$ cat config.mk
export PLATFORM = sky130hd
export DESIGN_NAME = mem_port_arbiter
export DESIGN_NICKNAME = d
export VERILOG_FILES = /design/src/rtl/mem_port_arbiter.sv
export SDC_FILE = /design/constraint.sdc
export NUM_CORES = 1
export LEC_CHECK = 0
export BUFFER_PORTS_ARGS = -buffer_cell sky130_fd_sc_hd__buf_2
export CAP_MARGIN = 20
export CORE_ASPECT_RATIO = 0.8
export CORE_MARGIN = 4
export CORE_UTILIZATION = 42
export DETAILED_ROUTE_END_ITERATION = 12
export PLACE_DENSITY = 0.77
export REMOVE_ABC_BUFFERS = 1
export SLEW_MARGIN = 20
export SYNTH_ARGS = -nofsm -noshare
export SYNTH_HDL_FRONTEND = slang
export SYNTH_SLANG_ARGS = --single-unit
export TNS_END_PERCENT = 20
$ cat constraint.sdc
create_clock -name core_clk_i -period 7.5 [get_ports core_clk_i]
set_clock_uncertainty 0.05 [all_clocks]
set_input_delay 2.25 -clock core_clk_i [delete_from_list [all_inputs] [get_ports core_clk_i]]
set_output_delay 2.25 -clock core_clk_i [all_outputs]
set_load 0.03 [all_outputs]
$ cat src/rtl/mem_port_arbiter.sv
// Two-requester round-robin arbiter in front of a single-outstanding memory port.
// Define ARB_TIMEOUT_EN to add a TIMEOUT_CYCLES watchdog that completes a stalled access with err.
module mem_port_arbiter #(
    parameter int unsigned XLEN           = 32,
    parameter int unsigned TIMEOUT_CYCLES = 255
) (
    input  logic            core_clk_i,
    input  logic            core_reset_i,
    input  logic            r0_req_i,
    input  logic            r0_we_i,
    input  logic [XLEN-1:0] r0_addr_i,
    input  logic [XLEN-1:0] r0_wdata_i,
    output logic            r0_ack_o,
    output logic [XLEN-1:0] r0_rdata_o,
    output logic            r0_err_o,
    input  logic            r1_req_i,
    input  logic            r1_we_i,
    input  logic [XLEN-1:0] r1_addr_i,
    input  logic [XLEN-1:0] r1_wdata_i,
    output logic            r1_ack_o,
    output logic [XLEN-1:0] r1_rdata_o,
    output logic            r1_err_o,
    output logic [XLEN-1:0] mem_addr_o,
    output logic [XLEN-1:0] mem_write_data_o,
    output logic            mem_read_en_o,
    output logic            mem_write_en_o,
    input  logic [XLEN-1:0] mem_read_data_i,
    input  logic            mem_done_i,
    output logic            busy_o
);

    localparam logic [1:0] StIdle  = 2'd0;
    localparam logic [1:0] StIssue = 2'd1;
    localparam logic [1:0] StWait  = 2'd2;
    localparam logic [1:0] StResp  = 2'd3;

    if (TIMEOUT_CYCLES == 0 || TIMEOUT_CYCLES > 255) begin : g_bad_timeout
        $error("TIMEOUT_CYCLES must be in 1..255");
    end

    logic [1:0]      state_q, state_d;
    logic            gnt_q, gnt_d;
    logic            last_q, last_d;
    logic            we_q, we_d;
    logic [XLEN-1:0] addr_q, addr_d;
    logic [XLEN-1:0] wdata_q, wdata_d;
    logic [XLEN-1:0] rdata_q, rdata_d;
    logic            resp;

`ifdef ARB_TIMEOUT_EN
    localparam logic [7:0] TimeoutLimit = 8'(TIMEOUT_CYCLES);
    logic [7:0] cnt_q, cnt_d;
    logic       err_q, err_d;
`endif

    always_comb begin
        state_d = state_q;
        gnt_d   = gnt_q;
        last_d  = last_q;
        we_d    = we_q;
        addr_d  = addr_q;
        wdata_d = wdata_q;
        rdata_d = rdata_q;
`ifdef ARB_TIMEOUT_EN
        cnt_d   = cnt_q;
        err_d   = err_q;
`endif
        case (state_q)
            StIdle: begin
                if (r0_req_i || r1_req_i) begin
                    // On a tie the requester that did not win last time goes first.
                    gnt_d   = (r0_req_i && r1_req_i) ? ~last_q : r1_req_i;
                    we_d    = gnt_d ? r1_we_i    : r0_we_i;
                    addr_d  = gnt_d ? r1_addr_i  : r0_addr_i;
                    wdata_d = gnt_d ? r1_wdata_i : r0_wdata_i;
                    rdata_d = '0;
                    state_d = StIssue;
`ifdef ARB_TIMEOUT_EN
                    cnt_d   = '0;
                    err_d   = 1'b0;
`endif
                end
            end
            StIssue, StWait: begin
                if (mem_done_i) begin
                    rdata_d = we_q ? '0 : mem_read_data_i;
                    state_d = StResp;
                end else begin
                    state_d = StWait;
`ifdef ARB_TIMEOUT_EN
                    cnt_d = cnt_q + 8'd1;
                    if (cnt_d == TimeoutLimit) begin
                        err_d   = 1'b1;
                        rdata_d = '0;
                        state_d = StResp;
                    end
`endif
                end
            end
            StResp: begin
                last_d  = gnt_q;
                state_d = StIdle;
            end
            default: state_d = StIdle;
        endcase
    end

    always_ff @(posedge core_clk_i or posedge core_reset_i) begin
        if (core_reset_i) begin
            state_q <= StIdle;
            gnt_q   <= 1'b0;
            last_q  <= 1'b1;
            we_q    <= 1'b0;
            addr_q  <= '0;
            wdata_q <= '0;
            rdata_q <= '0;
`ifdef ARB_TIMEOUT_EN
            cnt_q   <= '0;
            err_q   <= 1'b0;
`endif
        end else begin
            state_q <= state_d;
            gnt_q   <= gnt_d;
            last_q  <= last_d;
            we_q    <= we_d;
            addr_q  <= addr_d;
            wdata_q <= wdata_d;
            rdata_q <= rdata_d;
`ifdef ARB_TIMEOUT_EN
            cnt_q   <= cnt_d;
            err_q   <= err_d;
`endif
        end
    end

    assign resp             = (state_q == StResp);
    assign busy_o           = (state_q != StIdle);
    assign r0_ack_o         = resp & ~gnt_q;
    assign r1_ack_o         = resp & gnt_q;
    assign r0_rdata_o       = r0_ack_o ? rdata_q : '0;
    assign r1_rdata_o       = r1_ack_o ? rdata_q : '0;
    assign mem_read_en_o    = (state_q == StIssue) & ~we_q;
    assign mem_write_en_o   = (state_q == StIssue) & we_q;
    assign mem_addr_o       = addr_q;
    assign mem_write_data_o = wdata_q;

`ifdef ARB_TIMEOUT_EN
    assign r0_err_o = r0_ack_o & err_q;
    assign r1_err_o = r1_ack_o & err_q;
`else
    assign r0_err_o = 1'b0;
    assign r1_err_o = 1'b0;
`endif

endmodule

==> impl_metrics.json <==
{
  "post_cts_resize_count": 0,
  "vias": 5110,
  "synth_area_per_cell_um2": 8.80,
  "post-place-ws_ns": 2.87,
  "synth_warnings": 0,
  "outcome": "finished clean",
  "multi_input_area_um2": 2440,
  "cap_violations": 0,
  "arrival_ns": 2.69,
  "numClockSinks": 101,
  "first_pass_iters": 4,
  "grt_pass1_wl_mm": 24.8,
  "place_congestion": 0.863,
  "start_kind": "flop",
  "ir_drop_v": 0.000205,
  "fin_crit_sh_pct": 66.5,
  "dpl_cell_area_um2": 6760,
  "worstPathRequired_ns": 5.20,
  "die_h_um": 109,
  "grt_start_max_net_pins": 66,
  "first_iter_violations": 314,
  "cts.path.max_buffers": 2,
  "post-route-min-period_ns": 4.99,
  "tns_ns": 0,
  "syn_to_final_growth_pct": 33.5,
  "ys_seq_area_share_pct": 47.6,
  "power_mw": 2.96,
  "final_common_cell": "buf_2",
  "layout.nets": 1036,
  "layout_common_cells": "buf_2, a21oi_1, dfrtp_1",
  "max_freq_ghz": 0.201,
  "syn-cell-area_um2": 5310,
  "grt_overflow": 0,
  "cts_made_buffers": 9,
  "slew_viol_final": 0,
  "grt_pass1_vias": 4684,
  "powerDensity_nw_per_um2": 417,
  "final-seq-area_um2": 2530,
  "core_um2": 12300,
  "tritoncts": "done",
  "hold_viol": 0,
  "synthCells": 604,
  "port_buffers": 299,
  "p_leak_nw": 3.76,
  "start_util_pct": 43.2,
  "cts_root_buffer": "clkbuf_16",
  "drive_gt1_share_pct": 41.9,
  "setup_ws_ns": 2.51,
  "synth_edf_count": 0,
  "endpoint_kind": "output port",
  "ant_nets": 0,
  "synthArstFlopShare_pct": 100,
  "hold_ws_ns": 0.470,
  "ios": 302,
  "rsz0062_at_grt": "no",
  "dieArea_um2": 14500,
  "worstPathMaxFanout": 36,
  "ff2ff_setup_slack_ns": 5.08,
  "h-tree-depth": 3,
  "hold_path_class": "flop to flop",
  "num_antenna_cells": 0,
  "yosys_most_used_dff": "dfrtp_1",
  "finalSetupViolations": 0,
  "maxSlewHeadroom_pct": 37.7,
  "drc": 0,
  "worst_pin_slew_ns": 0.934,
  "crit_type": "flop to output port",
  "std_cell_rows": 36,
  "clock_latency_ns": 0.33,
  "synthDistinctLibCells": 28,
  "cts_setup_buffers": 0,
  "avgRoutedWirePerCell_um": 15.4,
  "ys_seq_elements": 101,
  "antenna_found_initial": 0,
  "postCtsHoldBufs": 0,
  "final_cell_area_um2": 7090,
  "dieWidth_um": 134,
  "avgViaCountPerCell": 4.90,
  "drt_wl_total_mm": 16.0,
  "grt.total_usage_pct": 21.2,
  "fill_cells": 1144,
  "dp_hpwl_mm": 11.6,
  "clk_pin_slew_ns": 0.07
}
==> where the power goes <==
group | internal [mW] | leakage (nW) | total, mW | switching [mW]
logic | 0.451 | 2.40 | 1.53 | 1.08
clock network | 0.311 | 0.166 | 0.509 | 0.198
registers | 0.772 | 1.20 | 0.915 | 0.144
total | 1.53 | 3.76 | 2.96 | 1.42
==> worst max-delay path: stages, from the launching register on <==
cell and delay [ns]:
dfrtp_1 0.38, ha_1 0.78, and2b_1 0.75, and2_1 0.23, buf_2 0.20
==> routing by layer <==
layer	wire, um	track usage [%]
met3	979	4.98
met1	6880	28.8
met5	0	0
met4	260	5.73
met2	7930	34.3
==> cell usage after synthesis, types with 2 or more instances <==
cell      number  share of area, %
a21oi_1      131                12
and2_1        34               4.0
and3_1        32               3.8
buf_2         17               1.6
buf_4         14               2.0
buf_6          9               1.9
clkbuf_1      14              0.99
clkbuf_2       3              0.28
dfrtp_1      100                47
ha_1           3              0.71
inv_1          4              0.28
nand2_1       98               6.9
nor2_1        66               4.7
nor2b_1        2              0.24
o21ai_0        4              0.38
o21ai_1       30               2.8
o31ai_2       32               7.5
==> area by class of cell <==
type / instances / share of cell area, %
clock buffers: 11 / 3.56
clock inverters: 5 / 1.16
inverters: 4 / 0.247
multi-input cells: 443 / 34.4
flip-flops and latches: 101 / 35.6
well taps: 171 / 3.02
repair buffers: 307 / 21.9
==> flip-flops by register name (all words and copies together) (netlist names) <==
name	cells
mem_addr_o	32
mem_write_data_o	32
rdata_q	32
state_q	2
gnt_q	1
last_q	1
we_q	1
==> logic make-up after synthesis <==
logic type	count (synthesis)	synth area share (%)
simple gates	234	20.0
compound gates	201	23.8
flops	101	47.6
buf+inv	61	7.04
mux	3	0.848
fa+ha+maj	3	0.707
other cells	1	0.0706
==> per-stage QoR <==
stage / util [%] / cells
floorplan: - / 548
global placement: 55.0 / 1026
detailed placement: 55.0 / 1026
CTS: 57.7 / 1042
global route: 57.7 / 1042
finish: 57.7 / 1042
==> worst paths after layout <==
check | cells past startpoint | end | startpoint
max | 4 | r0_rdata_o[13] | state_q[0]
min reg2reg | 2 | mem_write_data_o[25] | mem_write_data_o[25]
min | 2 | mem_write_data_o[25] | mem_write_data_o[25]
max in group asynchronous | 3 | state_q[1] | core_reset_i
max reg2reg | 6 | rdata_q[9] | state_q[0]
min in group asynchronous | 2 | mem_addr_o[13] | core_reset_i
(Power assumes the default switching activity.)
